--- config.mk ---
export PLATFORM = sky130hd
export DESIGN_NAME = vc_test_sequencer_flat
export DESIGN_NICKNAME = d
export VERILOG_FILES = /design/src/rtl/vc_test_sequencer_if.sv /design/src/rtl/vc_test_sequencer.sv /design/src/flat_wrapper.sv
export SDC_FILE = /design/constraint.sdc
export NUM_CORES = 1
export LEC_CHECK = 0
export CORE_MARGIN = 1
export CORE_UTILIZATION = 55
export CTS_CLUSTER_DIAMETER = 150
export CTS_CLUSTER_SIZE = 14
export DETAILED_ROUTE_END_ITERATION = 8
export DONT_BUFFER_PORTS = 1
export HOLD_SLACK_MARGIN = 0.05
export PLACE_DENSITY = 0.7
export SKIP_LAST_GASP = 1
export SLEW_MARGIN = 20
export SYNTH_ARGS = -nofsm -noshare
export SYNTH_HDL_FRONTEND = slang
export SYNTH_SLANG_ARGS = --single-unit
--- constraint.sdc ---
create_clock -name clk -period 4.7 [get_ports clk]
set_clock_uncertainty 0.1 [all_clocks]
set_input_delay 0.94 -clock clk [delete_from_list [all_inputs] [get_ports clk]]
set_output_delay 0.94 -clock clk [all_outputs]
set_load 0.1 [all_outputs]
--- src/rtl/vc_test_sequencer_if.sv ---
// vc_test_sequencer_if
//   Handshake and result bundle between a unit-test harness and
//   vc_test_sequencer.
//   master : harness side; drives start/case_only and the per-case
//            case_done/check_valid/check_pass responses.
//   slave  : sequencer side; drives case_num/case_go, status, tallies,
//            fail_mask and the finish pulse.
interface vc_test_sequencer_if #(
    parameter int unsigned p_num_cases = 16
);
    logic                   start;
    logic [7:0]             case_only;
    logic                   case_done;
    logic                   check_valid;
    logic                   check_pass;

    logic [7:0]             case_num;
    logic                   case_go;
    logic                   busy;
    logic [15:0]            num_checks;
    logic [15:0]            num_fails;
    logic [p_num_cases-1:0] fail_mask;
    logic                   timeout_err;
    logic                   cfg_err;
    logic                   suite_done;
    logic                   finish;

    modport master (
        output start, case_only, case_done, check_valid, check_pass,
        input  case_num, case_go, busy, num_checks, num_fails, fail_mask,
               timeout_err, cfg_err, suite_done, finish
    );

    modport slave (
        input  start, case_only, case_done, check_valid, check_pass,
        output case_num, case_go, busy, num_checks, num_fails, fail_mask,
               timeout_err, cfg_err, suite_done, finish
    );
endinterface

--- src/rtl/vc_test_sequencer.sv ---
// vc_test_sequencer
//   Steps a test suite through cases 1..p_num_cases (or one selected case),
//   pulses case_go per case, tallies check results, enforces a per-case
//   RUN timeout and pulses finish after a drain period.
//   clk     : rising-edge clock
//   reset_n : asynchronous active-low reset
//   bus     : vc_test_sequencer_if.slave (control inputs, status outputs)
module vc_test_sequencer #(
    parameter int unsigned p_num_cases = 16,
    parameter int unsigned p_timeout   = 1024,
    parameter int unsigned p_settle    = 2,
    parameter int unsigned p_drain     = 4
) (
    input logic                clk,
    input logic                reset_n,
    vc_test_sequencer_if.slave bus
);
    localparam int unsigned CNT_MAX = (p_settle > p_drain) ? p_settle : p_drain;
    localparam int unsigned CW      = $clog2(CNT_MAX + 1);
    localparam int unsigned TW      = (p_timeout > 0) ? $clog2(p_timeout + 1) : 1;

    typedef enum logic [2:0] {
        S_IDLE, S_SETTLE, S_LAUNCH, S_RUN, S_NEXT, S_DRAIN, S_DONE
    } state_t;

    state_t                 state;
    logic [CW-1:0]          cnt;
    logic [TW-1:0]          timer;
    logic [7:0]             sel;
    logic [7:0]             case_num;
    logic                   case_go;
    logic                   busy;
    logic [15:0]            num_checks;
    logic [15:0]            num_fails;
    logic [p_num_cases-1:0] fail_mask;
    logic                   timeout_err;
    logic                   cfg_err;
    logic                   suite_done;
    logic                   finish;

    logic [p_num_cases-1:0] cur_bit;
    logic [TW-1:0]          timer_inc;
    logic                   timeout_hit;
    logic                   check_fail;
    logic                   run_timeout;
    logic [16:0]            fails_sum;
    logic [15:0]            fails_sat;

    always_comb begin
        cur_bit = '0;
        for (int unsigned i = 0; i < p_num_cases; i++) begin
            if (case_num == 8'(i + 1)) cur_bit[i] = 1'b1;
        end
        timer_inc   = timer + 1'b1;
        timeout_hit = (p_timeout != 0) && (32'(timer_inc) == p_timeout);
        check_fail  = bus.check_valid && !bus.check_pass;
        // case_done beats an expiring timer in the same cycle
        run_timeout = !bus.case_done && timeout_hit;
        // a failed check and a timeout can land together: add both, then clamp
        fails_sum   = {1'b0, num_fails} + {16'b0, check_fail} + {16'b0, run_timeout};
        fails_sat   = fails_sum[16] ? 16'hFFFF : fails_sum[15:0];
    end

    always_ff @(posedge clk or negedge reset_n) begin
        if (!reset_n) begin
            state       <= S_IDLE;
            cnt         <= '0;
            timer       <= '0;
            sel         <= '0;
            case_num    <= '0;
            case_go     <= 1'b0;
            busy        <= 1'b0;
            num_checks  <= '0;
            num_fails   <= '0;
            fail_mask   <= '0;
            timeout_err <= 1'b0;
            cfg_err     <= 1'b0;
            suite_done  <= 1'b0;
            finish      <= 1'b0;
        end else begin
            case_go <= 1'b0;
            finish  <= 1'b0;
            case (state)
                S_IDLE, S_DONE: begin
                    if (bus.start) begin
                        num_checks  <= '0;
                        num_fails   <= '0;
                        fail_mask   <= '0;
                        timeout_err <= 1'b0;
                        cfg_err     <= 1'b0;
                        sel         <= bus.case_only;
                        cnt         <= '0;
                        busy        <= 1'b1;
                        suite_done  <= 1'b0;
                        state       <= S_SETTLE;
                    end
                end
                S_SETTLE: begin
                    if (32'(cnt) == p_settle) begin
                        cnt <= '0;
                        if (sel > 8'(p_num_cases)) begin
                            cfg_err  <= 1'b1;
                            case_num <= '0;
                            state    <= S_DRAIN;
                        end else begin
                            case_num <= (sel != 8'd0) ? sel : 8'd1;
                            case_go  <= 1'b1;
                            state    <= S_LAUNCH;
                        end
                    end else begin
                        cnt <= cnt + 1'b1;
                    end
                end
                S_LAUNCH: begin
                    timer <= '0;
                    state <= S_RUN;
                end
                S_RUN: begin
                    if (bus.check_valid && num_checks != 16'hFFFF) begin
                        num_checks <= num_checks + 1'b1;
                    end
                    num_fails <= fails_sat;
                    if (check_fail || run_timeout) fail_mask <= fail_mask | cur_bit;
                    if (bus.case_done) begin
                        state <= S_NEXT;
                    end else begin
                        timer <= timer_inc;
                        if (timeout_hit) begin
                            timeout_err <= 1'b1;
                            state       <= S_NEXT;
                        end
                    end
                end
                S_NEXT: begin
                    if (sel != 8'd0 || case_num == 8'(p_num_cases)) begin
                        case_num <= '0;
                        cnt      <= '0;
                        state    <= S_DRAIN;
                    end else begin
                        case_num <= case_num + 8'd1;
                        case_go  <= 1'b1;
                        state    <= S_LAUNCH;
                    end
                end
                S_DRAIN: begin
                    if (32'(cnt) == p_drain - 1) begin
                        cnt        <= '0;
                        busy       <= 1'b0;
                        suite_done <= 1'b1;
                        finish     <= 1'b1;
                        state      <= S_DONE;
                    end else begin
                        cnt <= cnt + 1'b1;
                    end
                end
                default: state <= S_IDLE;
            endcase
        end
    end

    assign bus.case_num    = case_num;
    assign bus.case_go     = case_go;
    assign bus.busy        = busy;
    assign bus.num_checks  = num_checks;
    assign bus.num_fails   = num_fails;
    assign bus.fail_mask   = fail_mask;
    assign bus.timeout_err = timeout_err;
    assign bus.cfg_err     = cfg_err;
    assign bus.suite_done  = suite_done;
    assign bus.finish      = finish;
endmodule

--- src/flat_wrapper.sv ---
// flat-port wrapper written by rule: the top's interface ports become plain ports
module vc_test_sequencer_flat 
#(
    parameter int unsigned p_num_cases = 16,
    parameter int unsigned p_timeout   = 1024,
    parameter int unsigned p_settle    = 2,
    parameter int unsigned p_drain     = 4
)
  (clk, reset_n, bus_start, bus_case_only, bus_case_done, bus_check_valid, bus_check_pass, bus_case_num, bus_case_go, bus_busy, bus_num_checks, bus_num_fails, bus_fail_mask, bus_timeout_err, bus_cfg_err, bus_suite_done, bus_finish);
  vc_test_sequencer_if #(.p_num_cases(p_num_cases)) bus_i ();
  input logic clk;
  input logic reset_n;
  input wire logic [$bits(bus_i.start)-1:0] bus_start;
  input wire logic [$bits(bus_i.case_only)-1:0] bus_case_only;
  input wire logic [$bits(bus_i.case_done)-1:0] bus_case_done;
  input wire logic [$bits(bus_i.check_valid)-1:0] bus_check_valid;
  input wire logic [$bits(bus_i.check_pass)-1:0] bus_check_pass;
  output wire logic [$bits(bus_i.case_num)-1:0] bus_case_num;
  output wire logic [$bits(bus_i.case_go)-1:0] bus_case_go;
  output wire logic [$bits(bus_i.busy)-1:0] bus_busy;
  output wire logic [$bits(bus_i.num_checks)-1:0] bus_num_checks;
  output wire logic [$bits(bus_i.num_fails)-1:0] bus_num_fails;
  output wire logic [$bits(bus_i.fail_mask)-1:0] bus_fail_mask;
  output wire logic [$bits(bus_i.timeout_err)-1:0] bus_timeout_err;
  output wire logic [$bits(bus_i.cfg_err)-1:0] bus_cfg_err;
  output wire logic [$bits(bus_i.suite_done)-1:0] bus_suite_done;
  output wire logic [$bits(bus_i.finish)-1:0] bus_finish;
  assign bus_i.start = bus_start;
  assign bus_i.case_only = bus_case_only;
  assign bus_i.case_done = bus_case_done;
  assign bus_i.check_valid = bus_check_valid;
  assign bus_i.check_pass = bus_check_pass;
  assign bus_case_num = bus_i.case_num;
  assign bus_case_go = bus_i.case_go;
  assign bus_busy = bus_i.busy;
  assign bus_num_checks = bus_i.num_checks;
  assign bus_num_fails = bus_i.num_fails;
  assign bus_fail_mask = bus_i.fail_mask;
  assign bus_timeout_err = bus_i.timeout_err;
  assign bus_cfg_err = bus_i.cfg_err;
  assign bus_suite_done = bus_i.suite_done;
  assign bus_finish = bus_i.finish;
  vc_test_sequencer #(.p_num_cases(p_num_cases), .p_timeout(p_timeout), .p_settle(p_settle), .p_drain(p_drain)) u_core (.clk(clk), .reset_n(reset_n), .bus(bus_i));
endmodule
# ---- Word-level counts from Yosys, hierarchy flattened
# Cells that the tools add are included.
dict set report classes {
  eq_ne 36
  order_cmp 1
  muxes 61
  n_bitwise 1
  n_reduce_logical 27
  n_addsub 6
}
# op count
set op_table {}
lappend op_table {{$pmux 16 s2} 3}
lappend op_table {{$eq 8x4->1 const B} 8}
lappend op_table {{$mux 16} 4}
lappend op_table {{$mux 3} 11}
lappend op_table {{$eq 8x3->1 const B} 4}
lappend op_table {{$mux 8} 4}
lappend op_table {{$mux 1} 29}
lappend op_table {{$pmux 11 s2} 1}
lappend op_table {{$pmux 3 s6} 1}
lappend op_table {{$add 16x1->17} 1}
lappend op_table {{$add 17x1->17} 1}
lappend op_table {{$add 16x1->16 const B} 1}
lappend op_table {{$eq 8x2->1 const B} 2}
lappend op_table {{$ne 16x16->1 const B} 1}
lappend op_table {{$or 16x16->16} 1}
lappend op_table {{$pmux 8 s2} 1}
lappend op_table {{$ne 2x1->1 const B} 7}
lappend op_table {{$eq 3x2->1 const B} 4}
lappend op_table {{$pmux 3 s4} 1}
lappend op_table {{$reduce_and 3->1} 4}
lappend op_table {{$reduce_and 4->1} 3}
lappend op_table {{$add 11x1->11 const B} 1}
lappend op_table {{$eq 11x11->1 const B} 1}
lappend op_table {{$mux 11} 1}
lappend op_table {{other kinds (19)} 37}
dict set report word_totals {
  inputBits 14
  output_inout_bits 62
  regBits 87
  elab_cells 146
}

# ---- Depth between registers and ports, before layout
dict set report logic_depth {
  depth_word 6
  ltp_mapped 14
  ltp_nobuf 13
}

# ---- Worst setup path after synthesis
# OpenSTA, ideal clock, no wires.
dict set report synth_path {
  path_type {register to register}
  start {reg u_core.timer[0]}
  end {reg u_core.num_fails[5], in the netlist u_core.bus.num_fails[5]}
  setup_ns 0.096
  t_arrival_ns 3.486
  setup_slack_ns 1.018
  n_path_buf 2
  path_stages_with_launch 15
  synth_period_minus_slack_ns 3.682
  cell_sequence {dfrtp_1 > ha_1 > nand4_1 > or4_1 > a22oi_4 > nand3_1 > nor2_1 > fa_1 > ha_1 > and3_1 > nand4_1 > or4_1 > clkbuf_1 > buf_2 > o211ai_1}
}
dict set report synth_via {
  elab_chain_cells 6
}
# item line
set synth_lines {}
lappend synth_lines {{start: declaration} vc_test_sequencer.sv:28} ;# logic [TW-1:0] timer;
lappend synth_lines {{start signal: assignment} vc_test_sequencer.sv:127} ;# timer <= timer_inc;
lappend synth_lines {{$add 11x1->11} vc_test_sequencer.sv:54} ;# timer_inc = timer + 1'b1;
lappend synth_lines {{$eq 11x11->1} vc_test_sequencer.sv:55} ;# timeout_hit = (p_timeout != 0) && (32'(timer_inc) == p_timeout);
lappend synth_lines {{$logic_and 1x1->1} vc_test_sequencer.sv:58} ;# run_timeout = !bus.case_done && timeout_hit;
lappend synth_lines {{$add 17x1->17} vc_test_sequencer.sv:60} ;# fails_sum = {1'b0, num_fails} + {16'b0, check_fail} + {16'b0, run_timeout};
lappend synth_lines {{$mux 16} vc_test_sequencer.sv:61} ;# fails_sat = fails_sum[16] ? 16'hFFFF : fails_sum[15:0];
lappend synth_lines {{$pmux 16 s2} vc_test_sequencer.sv:83} ;# case (state)
lappend synth_lines {{end signal: assignment} vc_test_sequencer.sv:122} ;# num_fails <= fails_sat;
lappend synth_lines {{end: declaration} vc_test_sequencer.sv:34} ;# logic [15:0] num_fails;
# No other way between the ends.
# A chain may end at the register's enable or synchronous reset.

# ---- Worst setup path after layout
dict set report layout_path {
  start {reg u_core.timer[0]}
  end {reg u_core.num_fails[15], in the netlist u_core.bus.num_fails[15]}
}
# Same word-level chain as after synthesis.

==> results.py <==
metrics = {
    "global_route": {
        "grt_first_pass_wirelength_mm": 18.6,
        "grt_max_degree": 88,
        "grt_pass1_vias": 3805,
        "antenna_found_initial": 0,
        "grt_use_total_pct": 25.7,
        "overflow": 0,
    },
    "die": {
        "die_y_um": 96.5,
        "fp-row-count": 34,
        "dieArea_um2": 9320,
        "initial_core_util_pct": 56.6,
        "core_um2": 8680,
        "dieWidth_um": 96.5,
        "io_pins": 76,
    },
    "critical_path": {
        "crit_path_top_delay_cell": "or4_1",
        "critPathLaunchType": "flip-flop",
        "max_stage_delay_ps": 820,
        "worstPathRequired_ps": 4880,
        "criticalPathCategory": "flip-flop to flip-flop",
        "critPathLaunch": "u_core.timer[0]$_DFFE_PN0P_",
        "crit_arrival_ps": 4340,
        "reg2reg_from": "u_core.timer[0]$_DFFE_PN0P_",
        "crit_fanout": 15,
        "crit_path_cell_trace": "ha_1, nand4_1, or4_1, a22oi_4, nand3_1, nor2_1, fa_1, ha_1, and3_1, nand4_1, or4_1, o31a_1, o21ai_1",
        "endpoint_kind": "flip-flop",
    },
    "clocking": {
        "post_cts_resized": 0,
        "clock-sinks": 87,
        "cts-buffers-inserted": 9,
        "cts.htree.levels": 3,
        "postCtsSetupBuffers": 0,
        "cts_root_buf": "clkbuf_8",
        "clkLatencyLatePin_ps": 360,
        "clk_pin_slew_ps": 100,
        "cts_tree": "yes",
        "cts_hold_buffers": 0,
        "clockBufferDepth": 2,
    },
    "route": {
        "wl_mm": 11.5,
        "drc": 0,
        "dr_total_vias": 4177,
        "drtIter0Drc": 135,
        "dr.pass1.iters": 5,
        "detail-route-antenna-nets": 0,
        "viasPerCell": 6.34,
        "wire_per_inst_um": 17.4,
    },
    "power_and_ir_drop": {
        "p_leak_nw": 2.22,
        "powerDensity_nw_per_um2": 559,
        "ir_worst_vdd_mv": 0.340,
    },
    "placed_design": {
        "gp_congestion": 0.841,
        "io_buffers": 0,
        "place_inst": 643,
        "dp_hpwl_mm": 7.91,
    },
    "final_layout": {
        "area_growth_pct": 6.62,
        "final_common_cell": "dfrtp_1",
        "drive_gt1_share_pct": 8.89,
        "finalNetCount": 573,
        "diodes": 0,
        "layout_common_cells": "dfrtp_1, nand2_1, nor2_1",
        "final_cells": 659,
    },
    "synthesis": {
        "netlist_area_um2": 4910,
        "synthFlopType": "dfrtp_1",
        "ys_seq_area_share_pct": 44.3,
        "synthesis.nets": 580,
        "synth-edff-count": 0,
        "synth-seq-cells": 87,
        "netlist_instances": 553,
        "synthDistinctLibCells": 68,
        "ys_warn_count": 0,
        "ys_async_sr_fraction_pct": 100,
        "syn_avg_cell_area_um2": 8.89,
    },
    "timing": {
        "fmax_ghz": 0.240,
        "finalHoldViolations": 0,
        "setup-tns-final_ps": 0,
        "slew_headroom_pct": 27.1,
        "slew_viol_final": 0,
        "rsz0062_at_grt": "false",
        "finalCritPeriodShare_pct": 88.6,
        "tightest_slew_ps": 1090,
        "min_period_ps": 4160,
        "setup_violations": 0,
    },
    "status": {
        "status": "finished, final reports clean",
    },
    "worst_hold_path": {
        "hold_path_class": "input pin to async pin",
    },
    "job": {
        "maxCapViolCount": 0,
    },
}
-- cell usage after synthesis (3+ instances only) --
master | number | area share [%]
or3_1 | 11 | 1.4
a22o_1 | 3 | 0.53
xor2_1 | 5 | 0.89
a41oi_1 | 3 | 0.53
o22ai_1 | 3 | 0.38
o21ai_1 | 13 | 1.3
nand3_1 | 37 | 3.8
and3_1 | 7 | 0.89
nand2_1 | 73 | 5.6
dfrtp_1 | 87 | 44
nor2_1 | 42 | 3.2
a32oi_1 | 14 | 2.5
o311ai_0 | 3 | 0.53
o31ai_1 | 5 | 0.76
a21oi_1 | 23 | 2.3
and4_1 | 6 | 1.1
a31oi_1 | 7 | 0.89
or3b_2 | 3 | 0.53
nand4_1 | 14 | 1.8
nor2b_1 | 4 | 0.51
o21ai_0 | 39 | 4.0
ha_1 | 12 | 3.1
a21o_1 | 3 | 0.46
clkbuf_1 | 22 | 1.7
inv_1 | 18 | 1.4
o211ai_1 | 12 | 1.8
or4_1 | 4 | 0.61
buf_2 | 5 | 0.51
nor3_1 | 14 | 1.4
xnor2_1 | 12 | 2.1
-- final cells by class --
cell class / count / area [um2]
fill: 763 / 3440
multi-input combinational: 417 / 2530
sequential: 87 / 2180
clock buffer: 10 / 138
tap: 108 / 135
timing repair buffer: 13 / 97.6
clock inverter: 6 / 91.3
inverter: 18 / 67.6
-- cells by family after synthesis --
family	count (synthesis)	share of synthesized area, %
multiplexers	1	0.229
buffers and inverters	49	4.15
adder cells (fa/ha/maj)	13	3.46
AO/OA/AOI/OAI	147	19.7
AND/OR/NAND/NOR	239	25.1
flip-flops	87	44.3
XOR/XNOR	17	3.03
-- critical path, delay by kind of cell, from the launching register on --
kind,cells,cell delay (ps)
adder cells (fa/ha/maj),3,710
flip-flops,1,450
AND/OR/NAND/NOR,7,2330
AO/OA/AOI/OAI,3,500
-- flip-flops by register name (all words and copies together), names as in the netlist --
register / cells
u_core.bus.fail_mask: 16
u_core.bus.num_checks: 16
u_core.bus.num_fails: 16
u_core.timer: 11
u_core.bus.case_num: 8
u_core.sel: 8
u_core.cnt: 3
u_core.state: 3
u_core.bus.busy: 1
u_core.bus.case_go: 1
u_core.bus.cfg_err: 1
u_core.bus.finish: 1
u_core.bus.suite_done: 1
u_core.bus.timeout_err: 1
-- where the power goes --
| part | leakage [nW] | total, mW | switching [mW] | internal (mW) |
|---|---|---|---|---|
| clock network | 0.117 | 0.601 | 0.283 | 0.318 |
| logic | 0.923 | 0.922 | 0.628 | 0.294 |
| registers | 1.18 | 1.41 | 0.539 | 0.867 |
| total | 2.22 | 2.93 | 1.45 | 1.48 |
-- worst paths after layout --
check,to,slack [ps],cells past startpoint
min in group clk,u_core.sel[7]$_DFFE_PN0P_,380,2
worst min-delay path,u_core.bus.fail_mask[1]$_DFFE_PN0P_,170,0
worst max register to register,u_core.bus.num_fails[15]$_DFFE_PN0P_,540,13
worst min register to register,u_core.sel[7]$_DFFE_PN0P_,380,2
max in group asynchronous,u_core.sel[4]$_DFFE_PN0P_,4170,0
worst max-delay path,u_core.bus.num_fails[15]$_DFFE_PN0P_,540,13
-- metal layers --
layer / GRT usage (%) / vias to the layer above / routed length (um) / share of wire, %
li1: - / 2014 / - / -
met4: 6.74 / 0 / 104 / 0.91
met5: 0 / - / 0 / 0
met3: 5.71 / 8 / 563 / 4.9
met1: 34.5 / 2045 / 5180 / 45
met2: 41.9 / 110 / 5610 / 49
-- through the flow --
step | power [mW] | cell area [um2] | utilization [%] | hold slack [ps] | setup slack, ps
global route | 3.09 | 5240 | 60.4 | 141 | 178
detailed placement | 2.33 | 5010 | 57.7 | 362 | 594
finish | 2.93 | 5240 | 60.4 | 170 | 536
CTS | 2.94 | 5240 | 60.4 | 151 | 563
floorplan | 2.12 | 4910 | - | 337 | 1020
global placement | 2.31 | 5010 | 57.7 | 355 | 686
Note: power is estimated with default switching activity, not from simulation.
